==> src/rtl/run_controller.sv <==
//-----------------------------------------------------------------------------
// +---------------------------------------------------------------------------+
// | Module   : run_controller                                                 |
// | Purpose  : Run-control FSM for the 9-bit-instruction core. Sequences      |
// |            clear -> hold -> run -> done from the start/done handshake,    |
// |            gates datapath advance with core_en, counts execution cycles   |
// |            (saturating) and forces a finish through a watchdog.           |
// | Ports    : clk         - system clock, rising edge                        |
// |            reset       - asynchronous, active-low                         |
// |            start       - 1 = clear/hold, falling level -> run             |
// |            halt_req    - halt instruction decoded                         |
// |            core_en     - datapath may update this cycle (combinational)   |
// |            core_clear  - one-cycle clear pulse to PC/regfile              |
// |            running     - in RUN                                           |
// |            done        - in DONE, sticky until next start                 |
// |            timeout     - last run ended by watchdog (valid with done)     |
// |            cycle_count - RUN cycles with core_en=1 in current/last run    |
// | Revision : 1.0 - initial release                                          |
// +---------------------------------------------------------------------------+
//-----------------------------------------------------------------------------
`timescale 1ns/1ps
`default_nettype none

module run_controller #(
  parameter int CYC_W   = 16,
  parameter int TIMEOUT = 50000
) (
  input  logic             clk,
  input  logic             reset,
  input  logic             start,
  input  logic             halt_req,
  output logic             core_en,
  output logic             core_clear,
  output logic             running,
  output logic             done,
  output logic             timeout,
  output logic [CYC_W-1:0] cycle_count
);

  typedef enum logic [2:0] {
    S_IDLE  = 3'd0,
    S_CLEAR = 3'd1,
    S_HOLD  = 3'd2,
    S_RUN   = 3'd3,
    S_DONE  = 3'd4
  } state_t;

  localparam logic [CYC_W-1:0] C_CNT_MAX = '1;
  // Count value on the last permitted RUN cycle; only meaningful when enabled.
  localparam logic [CYC_W-1:0] C_WD_LAST = CYC_W'(TIMEOUT - 1);
  localparam bit               C_WD_EN   = (TIMEOUT != 0);

  state_t           r_state;
  state_t           w_state_nxt;
  logic [CYC_W-1:0] r_count;
  logic [CYC_W-1:0] w_count_nxt;
  logic             r_timeout;
  logic             w_timeout_nxt;
  logic             w_advance;
  logic             w_wd_hit;

  always_ff @(posedge clk or negedge reset) begin
    if (!reset) begin
      r_state   <= S_IDLE;
      r_count   <= '0;
      r_timeout <= 1'b0;
    end else begin
      r_state   <= w_state_nxt;
      r_count   <= w_count_nxt;
      r_timeout <= w_timeout_nxt;
    end
  end

  always_comb begin
    w_state_nxt   = r_state;
    w_count_nxt   = r_count;
    w_timeout_nxt = r_timeout;
    w_advance     = 1'b0;
    w_wd_hit      = 1'b0;

    case (r_state)
      S_IDLE: begin
        if (start) w_state_nxt = S_CLEAR;
      end

      S_CLEAR: begin
        w_count_nxt   = '0;
        w_timeout_nxt = 1'b0;
        w_state_nxt   = S_HOLD;
      end

      S_HOLD: begin
        // A start glitch here only lengthens HOLD; CLEAR is never re-entered.
        if (!start) w_state_nxt = S_RUN;
      end

      S_RUN: begin
        // The halt instruction itself must not advance the PC or write state.
        w_advance = ~halt_req;
        if (w_advance && (r_count != C_CNT_MAX)) w_count_nxt = r_count + 1'b1;
        // Watchdog fires on the advancing cycle that brings the count to TIMEOUT.
        // Because it requires w_advance, a simultaneous halt always wins.
        w_wd_hit = C_WD_EN && w_advance && (r_count == C_WD_LAST);

        if (start) begin
          w_state_nxt = S_CLEAR;
        end else if (halt_req) begin
          w_state_nxt = S_DONE;
        end else if (w_wd_hit) begin
          w_state_nxt   = S_DONE;
          w_timeout_nxt = 1'b1;
        end
      end

      S_DONE: begin
        if (start) w_state_nxt = S_CLEAR;
      end

      default: begin
        w_state_nxt = S_IDLE;
      end
    endcase
  end

  assign core_en     = w_advance;
  assign core_clear  = (r_state == S_CLEAR);
  assign running     = (r_state == S_RUN);
  assign done        = (r_state == S_DONE);
  assign timeout     = r_timeout;
  assign cycle_count = r_count;

endmodule

`default_nettype wire
==> config.mk <==
export PLATFORM = sky130hd
export DESIGN_NAME = run_controller
export DESIGN_NICKNAME = d
export VERILOG_FILES = /design/src/rtl/run_controller.sv
export SDC_FILE = /design/constraint.sdc
export NUM_CORES = 1
export LEC_CHECK = 0
export CAP_MARGIN = 20
export CORE_ASPECT_RATIO = 1.4
export CORE_UTILIZATION = 61
export DETAILED_ROUTE_END_ITERATION = 10
export DONT_BUFFER_PORTS = 1
export PLACE_DENSITY = 0.83
export SLEW_MARGIN = 20
export SYNTH_ARGS = -nofsm -noshare
export SYNTH_HDL_FRONTEND = slang
export SYNTH_SLANG_ARGS = --single-unit
export TNS_END_PERCENT = 10
==> constraint.sdc <==
create_clock -name clk -period 2.45 [get_ports clk]
set_input_delay 0.1225 -clock clk [delete_from_list [all_inputs] [get_ports clk]]
set_output_delay 0.1225 -clock clk [all_outputs]
set_load 0.02 [all_outputs]
* After elaboration in Yosys (flattened, before gate mapping)
Cells that the tools add are included.
** Operators by class
- Add/sub/neg operators :: 1
- Eq/ne operators :: 13
- Mux-type cells :: 13
- Bitwise gates (word level) :: 1
- Reductions and logical operators :: 8
** Operators by type and width (number)
- 16-bit case mux with 2 select lines :: 1
- 16-bit by 1-bit adder with 16-bit output, second input constant :: 1
- 16-bit equality test, second input constant :: 1
- 16-bit 2-to-1 mux :: 1
- 16-bit inequality test, second input constant :: 1
- 3-bit 2-to-1 mux :: 5
- 3-bit case mux with 4 select lines :: 1
- 3-bit by 2-bit equality test with 1-bit output, second input constant :: 2
- 2-bit by 1-bit inequality test with 1-bit output, second input constant :: 3
- 2-bit inequality test, second input constant :: 3
- 1-bit 2-to-1 mux :: 4
- 4-bit by 3-bit inequality test with 1-bit output, second input constant :: 1
- 4-bit AND reduction :: 1
- 3-bit by 1-bit equality test with 1-bit output, second input constant :: 1
- 3-bit equality test, second input constant :: 1
- 3-bit logical NOT :: 1
- 3-bit AND reduction :: 1
- 1-bit logical AND :: 2
- 1-bit case mux with 2 select lines :: 1
- 2-bit AND reduction :: 1
- 2-bit nonzero test :: 1
- 2-bit OR reduction :: 1
- 1-bit NOT :: 1
** Storage, ports and cells
- Register bits :: 20

* Depth between registers and ports, before layout
- Depth after elaboration :: 6
- Gate-level depth with buffers :: 8

* Least setup slack after synthesis
No wires, ideal clock.
- Kind :: register to register
- Start :: register r_state[2]
- End :: register r_count[13] (netlist: cycle_count[13])
- Setup time :: 0.082 ns
- Data arrival time :: 1.783 ns
- Required time :: 2.368 ns
- Path slack :: 0.585 ns
- Cell stages (with the launch flop) :: 9
- Period minus slack after synthesis :: 1.865 ns
- Path through :: dfrtp_1 and3b_2 nand2b_1 buf_6 clkinv_4 nand2_4 buf_6 or4_1 a21oi_1
** On the way
- Cells in the longest elaborated chain, start to end :: 3
- Elaborated cells on any way between the ends :: 6
** RTL lines
- start: declaration :: RTL line 53 : state_t r_state;
- start signal: assignment :: RTL line 68 : r_state <= w_state_nxt;
- 3-bit by 2-bit equality test with 1-bit output (*)
- named net running :: RTL line 34 : output logic running,
- 2-bit by 1-bit inequality test with 1-bit output (no source line) or 2-bit nonzero test (tied branches)
- 2-bit AND reduction (no source line)
- end signal: assignment :: RTL line 69 : r_count <= w_count_nxt;
- end: declaration :: RTL line 55 : logic [CYC_W-1:0] r_count;
Mark *: on every way through the listed nets, which the timed path passes. The rest lies on a longest branch.
A chain may end at the register's enable or synchronous reset.

* Final worst setup path
- Start :: register r_count[0] (netlist: cycle_count[0])
- End :: register r_state[2]
** On the way
- Cells in the longest elaborated chain, start to end :: 4
** RTL lines
- 16-bit equality test :: RTL line 103 : w_wd_hit = C_WD_EN && w_advance && (r_count == C_WD_LAST);
- 1-bit logical AND :: RTL line 103
- 4-bit by 3-bit inequality test with 1-bit output (no source line)
- 3-bit AND reduction (no source line)
No other way between the ends.

==> key figures <==
Timing
  – FMAX: around 0.44 GHz
  – Worst Tran Pin Value: a little under 0.9 ns
  – Clk_skew: ~0.011 ns
  – Minimum clock period: between 2 and 2.5 ns
  – Slew headroom: 41.7%
  – Final setup viols: 0
  – RSZ-0062 raised after global routing: false
  – Final period utilization: 93.5%
  – Max Slew Vio Count: 0
  – Hold Vio Cnt, Final: 0
  – Setup TNS Final: 0 ns

Setup path
  – Worst r2r path cells: 7
  – CP Class: reg -> reg
  – WP data arrival: 2.55 ns
  – Crit path depth: 7
  – Crit. End Element: flop
  – Slowest stage cell, crit path: dlygate4sd3_1
  – Crit-path max FO: 6
  – CP Launch Type: flop
  – Critical path, cell by cell: ha_1, and3_1, nand3_1, nor4_1, buf_4, o31a_1, dlygate4sd3_1
  – CP delay by family, top: buffers and inverters
  – Max stage delay on crit path: ~0.55 ns
  – Buf/Inv on CP: 2
  – Req. time, crit path: ~2.7 ns

Synth
  – Synth async-reset ratio: 100%
  – Post-Syn Instances: 122
  – Ys flop type: dfrtp_1
  – #FFs+latches synth: 20
  – Synth Warn #: 0
  – Synth area leaders: dfrtp_1, a21oi_1, o31ai_1, or4_1, nand3_1
  – Syn avg cell area: roughly 9.6 sq um
  – Netlist cell types: 38
  – Yosys top cell area share: between 40 and 50%
  – Post-synth EDFFs: 0
  – Seq/Total Area, Yosys: between 40% and 50%
  – Count leader, synth: dfrtp_1
  – Top post-synthesis cells by count: dfrtp_1, a21oi_1, o31ai_1, or4_1, nand3_1
  – Syn_nets: 127
  – Mapped cell area: approximately 1200 sq um
  – Largest area contributor in the synthesized netlist: dfrtp_1

Clock tree
  – Post-CTS setup buffers: 0
  – Clk_lat worst skew: between 0.3 and 0.4 ns
  – CTS H-tree depth: 1
  – Bufs on Longest Clock Path: 2
  – CTS Buf Count: 3
  – CTS tree: built
  – Clock sinks: 20
  – Worst-path clk slew: roughly 0.12 ns
  – Root buf cell: clkbuf_4

Layout
  – Fin util: 71.0%
  – Post-route cell area: between 1000 and 1500 sq um
  – Final #Nets: roughly 130
  – Layout cell share with drive strength beyond 1: 12.6%
  – Area delta synth->final: 8.26%
  – ANT cells: 0

Route
  – Routed wire per std cell: ~18 um
  – DRC: 0
  – DR vias: 1064
  – Post-DR vias/cell: between 7 and 8
  – Final wirelength: between 2 and 3 mm
  – DR iter-0 viols: 11
  – First-pass detailed-route iteration total: 4
  – Routed Antenna Nets: 0

Floorplanning
  – Die ar.: roughly 2100 sq um
  – Initial Utilization: 65.5%
  – Die width: 39.0 um
  – Core Area: around 1800 sq um
  – Die Y: around 54 um
  – Top Ports: 25
  – Core Rows: 18

Global route
  – Largest net degree at the start of global routing: 21
  – Vias in the first global route: roughly 950
  – First-pass GRT wire length: 4.13 mm
  – Antenna violations before repair: 0
  – GRT Total Usage: around 28%
  – GR Overflow Total: 0

Flow run
  – Maxcap violations: 0

Min path
  – Worst Hold Depth: 2
  – Worst min path class: in -> reg

Pwr
  – Worst vdd ir: a little under 0.0006 V
  – Power per Cell Area: ~770 nW/um^2
  – LEAKAGE: approximately 0.48 nW

Placement
  – IO buf count: 0
  – Post-DP HPWL: a little under 2 mm
  – GPL Wtd Cong: roughly 0.84
  – DP Area: 1180 sq um

Run status
  – Status: completed
-- worst reg2reg max path, cell delays in order, from the launching register on --
cell           delay, ns
dfrtp_2             0.49
ha_1                0.21
and3_1              0.28
nand3_1             0.11
nor4_1              0.30
buf_4               0.20
o31a_1              0.11
dlygate4sd3_1       0.55
-- what timing repair did --
action	in CTS	in global routing
hold endpoints to repair	22	0
hold buffers	3	0
gates resized for setup	0	2
setup endpoints to repair	0	1
-- cells in the final DEF (no fill, tap or decap), types with 2 or more instances in the layout --
cell type      instances
a21oi_1               15
and2_1                 2
and4_1                 2
buf_4                  3
clkbuf_4               3
dfrtp_1               18
dfrtp_2                2
dlygate4sd3_1          3
inv_1                  2
nand2_1                6
nand2b_1               2
nand3_1                8
nand4_1                6
nor2_1                 3
nor4_1                 2
o211ai_1               3
o21ai_0                5
o311ai_0               2
o31ai_1               10
or3_1                  2
or4_1                  9
-- worst paths after layout --
path,from,to,slack (ns)
min in group asynchronous,reset,cycle_count[6]$_DFFE_PN0P_,0.35
hold / removal,halt_req,r_state[1]$_DFFE_PN0P_,0.01
setup / recovery,cycle_count[0]$_DFFE_PN0P_,r_state[2]$_DFFE_PN0P_,0.16
setup reg to reg,cycle_count[0]$_DFFE_PN0P_,r_state[2]$_DFFE_PN0P_,0.16
max in group asynchronous,reset,cycle_count[1]$_DFFE_PN0P_,1.51
hold reg to reg,r_state[2]$_DFFE_PN0P_,r_state[1]$_DFFE_PN0P_,0.61
-- where the power goes --
group | switching [mW] | internal (mW) | total, mW
clock | 0.109 | 0.166 | 0.274
combinational | 0.173 | 0.0885 | 0.262
sequential | 0.0721 | 0.369 | 0.441
total | 0.354 | 0.623 | 0.977
-- sequential cells by signal, summed over array words and instances, names as in the netlist --
signal and cells:
cycle_count 16, r_state 3, timeout 1
-- area by class of cell --
class,instances,area (sq um)
fill,139,517
clock inverter,1,30.0
multi-input combinational,93,608
sequential,20,503
inverter,4,21.3
tap,20,25.0
clock buffer,3,22.5
timing repair buffer,6,52.6
-- cells by family after synthesis --
| family | share of synthesized area (%) |
|---|---|
| and+or+nand+nor | 28.1 |
| AOI/OAI and AO/OA | 22.2 |
| DFF | 42.9 |
| buffers and inverters | 4.94 |
| xor gates and xnor gates | 0.751 |
| adders and majority gates | 1.07 |
-- routing by layer --
metal	GRT usage, %	routed length (um)	vias to the layer above	share of wire, %
li1	-	-	503	-
met1	33.6	1080	503	40
met2	48.9	1360	54	51
met3	6.20	195	4	7.3
met4	10.3	34	0	1.3
met5	0	0	-	0
-- stage by stage --
stage                     instances  setup WS, ns  hold slack (ns)  power [mW]
after floorplan                 122         0.585           -0.173       0.645
after global placement          140         0.517           -0.173       0.686
after detailed placement        140         0.442           -0.173       0.691
after CTS                       147         0.108           0.0150       0.973
after global routing            147        0.0826           0.0127        1.02
final                           147         0.158          0.00963       0.977
Power figures use the tool's default switching activity.
